==> config.mk <==
export PLATFORM = sky130hd
export DESIGN_NAME = systolic_pe_db
export DESIGN_NICKNAME = d
export VERILOG_FILES = /design/src/rtl/systolic_pkg.sv /design/src/rtl/pe_sat_add.sv /design/src/rtl/systolic_pe_db.sv
export SDC_FILE = /design/constraint.sdc
export NUM_CORES = 1
export LEC_CHECK = 0
export BUFFER_PORTS_ARGS = -buffer_cell sky130_fd_sc_hd__buf_4
export CAP_MARGIN = 20
export CORE_MARGIN = 2
export CORE_UTILIZATION = 50
export CTS_CLUSTER_DIAMETER = 30
export CTS_CLUSTER_SIZE = 28
export DETAILED_ROUTE_END_ITERATION = 12
export PLACE_DENSITY = 0.8
export SLEW_MARGIN = 40
export SYNTH_ARGS = -nofsm -noshare
export SYNTH_HDL_FRONTEND = slang
export SYNTH_SLANG_ARGS = --single-unit
==> constraint.sdc <==
create_clock -name clk -period 19.9 [get_ports clk]
set_input_delay 0 -clock clk [delete_from_list [all_inputs] [get_ports clk]]
set_output_delay 0 -clock clk [all_outputs]
set_load 0.02 [all_outputs]
==> src/rtl/systolic_pkg.sv <==
// Shared constants and helpers for the systolic MAC array and its processing elements.
package systolic_pkg;

   localparam int DATA_W_DEF    = 16;
   localparam int ACC_W_DEF     = 40;
   localparam int W_CHAIN_DEPTH = 8;

   // Helpers return a wide vector; callers size-cast it down to their own ACC_W.
   localparam int ACC_W_MAX = 128;

   function automatic logic [ACC_W_MAX-1:0] acc_max(input int acc_w);
      acc_max = (ACC_W_MAX'(1) << (acc_w - 1)) - ACC_W_MAX'(1);
   endfunction

   function automatic logic [ACC_W_MAX-1:0] acc_min(input int acc_w);
      acc_min = ~acc_max(acc_w);
   endfunction

endpackage

==> src/rtl/pe_sat_add.sv <==
// Combinational psum + product adder with overflow detect and optional saturation.
module pe_sat_add
   import systolic_pkg::*;
#(
   parameter int DATA_W = DATA_W_DEF,
   parameter int ACC_W  = ACC_W_DEF,
   parameter bit SAT_EN = 1'b1
) (
   input  logic signed [ACC_W-1:0]    i_psum,
   input  logic signed [2*DATA_W-1:0] i_prod,
   output logic signed [ACC_W-1:0]    o_sum,
   output logic                       o_ovf
);

   localparam logic signed [ACC_W-1:0] C_MAX = ACC_W'(acc_max(ACC_W));
   localparam logic signed [ACC_W-1:0] C_MIN = ACC_W'(acc_min(ACC_W));

   logic signed [ACC_W:0] w_sum;

   always_comb begin
      w_sum = (ACC_W+1)'(i_psum) + (ACC_W+1)'(i_prod);
      // The extra top bit disagrees with the ACC_W sign bit only when the sum does not fit.
      o_ovf = w_sum[ACC_W] ^ w_sum[ACC_W-1];
      o_sum = w_sum[ACC_W-1:0];
      if (o_ovf && SAT_EN) begin
         o_sum = w_sum[ACC_W] ? C_MIN : C_MAX;
      end
   end

endmodule

==> src/rtl/systolic_pe_db.sv <==
// Weight-stationary systolic PE with a double-buffered weight (shadow chain + swap)
// and a saturating/wrapping accumulator path with a sticky overflow flag.
module systolic_pe_db
   import systolic_pkg::*;
#(
   parameter int DATA_W = DATA_W_DEF,
   parameter int ACC_W  = ACC_W_DEF,
   parameter bit SAT_EN = 1'b1
) (
   input  logic                     clk,
   input  logic                     rst,
   input  logic                     compute,
   input  logic signed [DATA_W-1:0] act_in,
   input  logic                     act_valid_in,
   output logic signed [DATA_W-1:0] act_out,
   output logic                     act_valid_out,
   input  logic signed [ACC_W-1:0]  psum_in,
   output logic signed [ACC_W-1:0]  psum_out,
   input  logic signed [DATA_W-1:0] w_shift_in,
   input  logic                     w_shift_en,
   output logic signed [DATA_W-1:0] w_shift_out,
   input  logic                     w_swap,
   output logic                     ovf_sticky,
   input  logic                     ovf_clr
);

   if (ACC_W < 2*DATA_W) begin : g_bad_acc_w
      $error("systolic_pe_db: ACC_W must be at least 2*DATA_W");
   end

   logic signed [DATA_W-1:0]   r_act;
   logic                       r_act_valid;
   logic signed [ACC_W-1:0]    r_psum;
   logic signed [DATA_W-1:0]   r_shadow;
   logic signed [DATA_W-1:0]   r_active;
   logic                       r_ovf;

   logic signed [2*DATA_W-1:0] w_prod;
   logic signed [ACC_W-1:0]    w_sum;
   logic                       w_ovf;
   logic                       w_mac;

   // Both operands widened first so the full signed product is kept.
   assign w_prod = (2*DATA_W)'(act_in) * (2*DATA_W)'(r_active);
   assign w_mac  = compute & act_valid_in;

   pe_sat_add #(
      .DATA_W (DATA_W),
      .ACC_W  (ACC_W),
      .SAT_EN (SAT_EN)
   ) u_sat_add (
      .i_psum (psum_in),
      .i_prod (w_prod),
      .o_sum  (w_sum),
      .o_ovf  (w_ovf)
   );

   // Weight chain and swap run regardless of compute so the next tile loads during a stall.
   always_ff @(posedge clk) begin
      if (rst) begin
         r_shadow <= '0;
         r_active <= '0;
      end else begin
         if (w_shift_en) r_shadow <= w_shift_in;
         if (w_swap)     r_active <= r_shadow;
      end
   end

   always_ff @(posedge clk) begin
      if (rst) begin
         r_act       <= '0;
         r_act_valid <= 1'b0;
         r_psum      <= '0;
      end else if (compute) begin
         r_act       <= act_in;
         r_act_valid <= act_valid_in;
         r_psum      <= act_valid_in ? w_sum : psum_in;
      end
   end

   // A fresh overflow outranks a clear in the same cycle.
   always_ff @(posedge clk) begin
      if (rst) begin
         r_ovf <= 1'b0;
      end else if (w_mac && w_ovf) begin
         r_ovf <= 1'b1;
      end else if (ovf_clr) begin
         r_ovf <= 1'b0;
      end
   end

   assign act_out       = r_act;
   assign act_valid_out = r_act_valid;
   assign psum_out      = r_psum;
   assign w_shift_out   = r_shadow;
   assign ovf_sticky    = r_ovf;

endmodule

Word-level counts from Yosys, hierarchy flattened

Index checks and enable logic that the tools add are counted.

Register bits: 90
Bits in latches: 0
Memory bits (writable): 0
Memory bits (read-only): 0
Bits of input ports: 79
Output and inout bits: 74
Memories kept: 0

Add/sub/neg operators: 1
Multiply operators: 1
Div/mod/pow operators: 0
Magnitude comparators: 0
Eq/ne operators: 0
Shift operators: 0
Multiplexer cells: 5
Bitwise gates (word level): 2
Reduce and logical (&&, ||, !) cells: 2

Operators by type and width:

| cell                         | number |
|---|---|
| 2-to-1 mux 40 bit            | 3 |
| adder 40 x 32 -> 41 bit      | 1 |
| multiplier 16 x 16 -> 32 bit | 1 |
| 2-to-1 mux 1 bit             | 2 |
| nonzero test 2 bit           | 1 |
| AND 1 bit                    | 1 |
| logical AND 1 bit            | 1 |
| bitwise XOR 1 bit            | 1 |

Logic depth before layout (Yosys ltp)

Word-level depth: 5
Mapped depth: 27
Mapped depth without buffers: 24

Hierarchy

From an unflattened synthesis, not the netlist that was laid out.

Cell total of the unflattened synthesis: 1,818
Area, all modules: 16,062.9 um^2

By module, submodules not included:

| module         | times used | cells an instance | area an instance (um^2) |
|---|---|---|---|
| systolic_pe_db | 1          | 1,440             | 13,386.6 |
| pe_sat_add     | 1          | 378               | 2,676.3 |

Least setup slack after synthesis

Ideal clock, no wire load.

Kind: register to register
Start point: register r_active[1]
End point: register r_psum[38], in the netlist psum_out[38]
Arrival time: 6.747 ns
Data required time: 19.820 ns
Path slack: 13.073 ns
Cell stages (with the launch flop): 24
Buffers on the path: 2
Clock period less this slack: 6.827 ns
Path through: dfxtp_1 -> clkbuf_1 -> nand2_1 -> inv_1 -> fa_1 -> fa_1 -> inv_1 -> fa_1 -> fa_1 -> inv_1 -> fa_1 -> inv_1 -> fa_1 -> inv_1 -> ha_1 -> clkbuf_1 -> a21oi_1 -> nand2_1 -> a211o_1 -> o22ai_1 -> o311ai_1 -> and3_1 -> or3b_1 -> a211oi_2

Word-level cells in the longest chain between the ends: 5
Elaborated cells on any way between the ends: 6
Classes of those cells: add/sub: 1; mul: 1; mux: 3; bitwise: 1

RTL lines:

| item                                                   | RTL line                           | source |
|---|---|---|
| from (decl)                                            | systolic_pe_db.sv:35               | `logic signed [DATA_W-1:0] r_active;` |
| from (signal assigned)                                 | systolic_pe_db.sv:65               | `if (w_swap) r_active <= r_shadow;` |
| multiplier 16 x 16 -> 32 bit (*)                       | systolic_pe_db.sv:44               | `assign w_prod = (2*DATA_W)'(act_in) * (2*DATA_W)'(r_active);` |
| adder 40 x 32 -> 41 bit (*)                            | pe_sat_add.sv:21                   | `w_sum = (ACC_W+1)'(i_psum) + (ACC_W+1)'(i_prod);` |
| 2-to-1 mux 40 bit or bitwise XOR 1 bit (tied branches) | pe_sat_add.sv:26, pe_sat_add.sv:23 |  |
| 2-to-1 mux 40 bit (*)                                  | pe_sat_add.sv:25                   | `if (o_ovf && SAT_EN) begin` |
| 2-to-1 mux 40 bit (*)                                  | systolic_pe_db.sv:77               | `r_psum <= act_valid_in ? w_sum : psum_in;` |
| to (signal assigned)                                   | systolic_pe_db.sv:77               |  |
| to (decl)                                              | systolic_pe_db.sv:33               | `logic signed [ACC_W-1:0] r_psum;` |

Every way passes the cells marked *; elsewhere a longest branch is shown, timed or not.
A chain may end at the register's enable or synchronous reset.

Worst setup path after layout

Start point: register r_active[1]
End point: register r_psum[33], in the netlist psum_out[33]

The elaborated chain is that of the path after synthesis.

==> summary.md <==
| Metric | Value |
|---|---|
| Status | `finished clean` |
| Worst-path clk slew | `0.07 ns` |
| RSZ-0062 raised after global routing | `false` |
| Clock Tree Buf Depth | `2` |
| Final setup viols | `0` |
| Wire per inst | `between 15 and 20 um` |
| Placed cells | `roughly 2300` |
| Xor and xnor fraction of the mapped netlist area | `2.00%` |
| Data arrival, critical path | `between 8 and 9 ns` |
| Largest net degree at the start of global routing | `between 60 and 70` |
| Compound-Gate Fraction of Synth Area | `8.30%` |
| First-pass GRT wire length | `68900 um` |
| CP Cell Sequence | `nand2_1 > inv_1 > fa_1 > fa_1 > inv_1 > fa_1 > fa_1 > inv_1 > fa_1 > inv_1 > fa_1 > inv_1 > ha_1 > a21oi_1 > nand2_1 > a211o_1 > o22ai_1 > o311ai_1 > a21oi_2 > nor2_2 > buf_4 > a221oi_1` |
| Mapped Cells | `1793` |
| Total gr overflow | `0` |
| Die height | `around 180 um` |
| Total setup buffers inserted after CTS | `0` |
| Period Utilization, post-route | `around 40%` |
| Avg Cell Area, Syn | `roughly 9 sq um` |
| GR Util All Layers | `26.1%` |
| Cell variety after synth | `56` |
| I/O pin count | `153` |
| Crit Path Category | `flip-flop to flip-flop` |
| Final hold violations | `0` |
| Worst slew pin tran | `about 0.83 ns` |
| CORE AREA | `around 32000 sq um` |
| Worst Clk Skew | `0.0137 ns` |
| Crit path largest cell delay | `between 0.7 and 0.8 ns` |
| Initial antenna violation count | `0` |
| Root Driver | `clkbuf_16` |
| Number of global-route vias before repair | `13300` |
| Final min period | `between 8 and 9 ns` |
| Static leakage | `9.47 nW` |
| Adder-Cell Fraction of Synth Area | `slightly above 50%` |
| Clk Latency, worst-skew pair | `0.37 ns` |
| Power Density | `around 74 nW/um^2` |
| Post-CTS sizing | `0` |
| Total negative slack | `0 ns` |
| Top_reg_cell synth | `dfxtp_1` |
| Port buffer count | `152` |
| TritonCTS clock tree | `yes` |
| CP top delay family | `adder cells` |
| RD Place Congestion | `0.924` |
| DR pass1 iterations | `5` |
| CP max-delay cell | `fa_1` |
| Initial drt markers | `approximately 880` |
| Setup slack after layout | `roughly 12 ns` |
| Max VDD drop | `0.0000591 V` |
| Cell Count, Final, Fillers Out | `~2300` |
| F_max | `approximately 0.12 GHz` |
| Multiplexer share of the synthesized area | `under 10%` |
| Syn. warnings | `0` |
| Drt drc | `0` |
| FF+latch count, synth | `90` |
| Async set or reset register ratio after synthesis | `0%` |
| Cell area after synthesis | `16200 sq um` |
| Main combinational cell family by area after synthesis | `adder cells` |
| Critical-path maximum fanout | `22` |
| Synth-to-layout area growth | `12.6%` |
| Antenna cell count | `0` |
| Die ar. | `33900 sq um` |
| Buf/Inv on CP | `6` |
| Most used cell, CP | `fa_1` |
| Max-Slew Margin vs Limit | `about 44%` |
| Die X-Extent | `approximately 180 um` |
| Tightest Hold Check Type | `input port to flip-flop` |
| Floorplan row count | `65` |
| MaxCap Viol Count | `0` |
| Htree depth | `3` |
| Sequential fraction of the synthesis area | `11.1%` |
| Pins Over Slew Limit | `0` |
| Syn Nets | `about 2300` |
| Number of synthesized flops with an enable pin | `0` |
| Post-DP HPWL | `between 30000 and 40000 um` |
| Post-synthesis simple-gate area fraction | `13.4%` |
| Total CTS buffers | `9` |
| Nature of the critical path startpoint | `flip-flop` |
| Critical path endpoint category | `flip-flop` |
| Clock sink count | `90` |
| DR vias | `between 10000 and 15000` |
| Layout cells sized above 1 | `under 10%` |
| Required time worst endpoint | `slightly above 20 ns` |
| Vias/cell | `between 5 and 6` |
| WL final | `roughly 42000 um` |
| Starting Density | `51.1%` |
| Routed Antenna Nets | `0` |
| Setup slack after placement | `~12 ns` |
| NumNets Final | `2453` |
stage by stage:
stage          utilization, %  power [mW]  instance area [sq um]  hold WS, ns
6_report                 57.6        1.35                  18300      0.00117
5_1_grt                  57.6        1.46                  18300       0.0168
4_1_cts                  57.6        1.34                  18300      0.00155
3_5_place_dp             55.4        1.16                  17600        0.242
3_3_place_gp             55.4        1.15                  17600        0.239
2_1_floorplan               -       0.892                  16200        0.147
power by group:
| group | internal, mW | leakage (nW) | switching [mW] |
|---|---|---|---|
| sequential | 0.206 | 0.744 | 0.0265 |
| combinational | 0.353 | 8.59 | 0.588 |
| clock | 0.0892 | 0.129 | 0.0830 |
| total | 0.649 | 9.47 | 0.698 |
cell families (layout without fill, tap and decap cells):
family          Yosys count  after routing
compound gates          204            204
xor+xnor                 37             37
simple gates            460            460
mux                      49             49
buf+inv                 501            635
flops                    90             90
fa+ha+maj               452            452
worst register-to-register path, cell delays in order, from the launching register on:
cell and delay [ns]:
dfxtp_1 0.66, nand2_1 0.23, inv_1 0.13, fa_1 0.53
fa_1 0.53, inv_1 0.37, fa_1 0.64, fa_1 0.74
inv_1 0.16, fa_1 0.50, inv_1 0.05, fa_1 0.47
inv_1 0.04, ha_1 0.40, a21oi_1 0.38, nand2_1 0.09
a211o_1 0.30, o22ai_1 0.18, o311ai_1 0.23, a21oi_2 0.55
nor2_2 0.21, buf_4 0.30, a221oi_1 0.29
metal layers:
metal  routed length [um]  up-vias  track usage [%]  share of wire [%]
li1                     -     5722                -                  -
met4                 1420        0             8.74                3.3
met2                20800      476             45.1                 49
met1                17400     6444             34.0                 41
met3                 2750       93             3.49                6.5
met5                    0        -                0                  0
Yosys cell counts (all sizes together) (2+ instances only):
cell type  count  area share (%)
a31o           2            0.11
o211ai         6            0.31
mux2i         49             3.0
clkbuf        60             1.4
a221oi         5            0.27
o2111ai        2            0.11
o21ai         26            0.80
a41oi          2            0.11
a21boi         3            0.14
a211oi        36             1.7
nor2          91             2.1
nand2b        12            0.46
and2         115             4.4
a21o           9            0.42
or3b           3            0.16
ha           118             9.1
o21bai        12            0.56
buf           19            0.60
nor3           3           0.093
a21oi         44             1.4
nand3         11            0.34
nor4           6            0.23
o32ai          2            0.11
o21a           6            0.28
xnor2         27             1.5
o22ai         30             1.2
fa           334              41
or3            2           0.077
and3          10            0.39
or2            2           0.077
a31oi          9            0.35
nand2        191             4.4
dfxtp         90              11
o31ai          3            0.14
nor3b          4            0.22
xor2          10            0.54
nand4          7            0.27
inv          422             9.8
cell type report:
cell class                 instances  area, sq um
sequential                        90         1800
tap                              402          503
timing repair buffer             197         1570
clock inverter                     6         50.0
fill                            2707        13500
inverter                         422         1580
multi-input combinational       1202        12500
clock buffer                      10          239
state kept, by name, indices dropped and copies added (netlist names):
| signal | cells |
|---|---|
| act_out | 16 |
| act_valid_out | 1 |
| ovf_sticky | 1 |
| psum_out | 40 |
| r_active | 16 |
| w_shift_out | 16 |
cells in the final DEF, fill, tap and decap left out, types with 4 or more instances in the layout:
cell | netlist | layout
o21bai_1 | 12 | 12
a211oi_1 | 35 | 35
a221oi_1 | 5 | 5
o21a_1 | 6 | 6
o21ai_0 | 22 | 22
buf_4 | 3 | 159
nor2_1 | 91 | 90
clkinvlp_4 | 0 | 4
xor2_1 | 10 | 10
ha_1 | 118 | 118
nand2_1 | 191 | 191
nand3_1 | 11 | 11
a31oi_1 | 9 | 9
nand4_1 | 7 | 7
dlygate4sd3_1 | 0 | 38
nor4_1 | 6 | 6
o211ai_1 | 5 | 5
xnor2_1 | 27 | 27
a21o_1 | 9 | 9
mux2i_1 | 49 | 49
and2_1 | 115 | 115
o22ai_1 | 30 | 30
dfxtp_1 | 90 | 90
a21oi_1 | 44 | 43
o21ai_1 | 4 | 4
nand2b_1 | 12 | 12
clkbuf_16 | 0 | 9
fa_1 | 334 | 334
and3_1 | 10 | 10
inv_1 | 422 | 421
final timing paths:
path / start / endpoint / slack [ns] / cells after the start
worst min register to register: ovf_sticky$_SDFFE_PP0P_ / ovf_sticky$_SDFFE_PP0P_ / 0.48 / 2
worst min-delay path: psum_in[22] / psum_out[22]$_SDFFE_PP0P_ / 0.001 / 3
worst max register to register: r_active[1]$_SDFFE_PP0P_ / psum_out[33]$_SDFFE_PP0P_ / 11.84 / 22
worst max-delay path: r_active[1]$_SDFFE_PP0P_ / psum_out[33]$_SDFFE_PP0P_ / 11.84 / 22
timing repair:
item | 4_1_cts | 5_1_grt
hold endpoints to repair | 38 | 0
hold buffers | 38 | 0
setup endpoints to repair | 0 | 0
No activity file was read; power rests on OpenSTA's default activity.
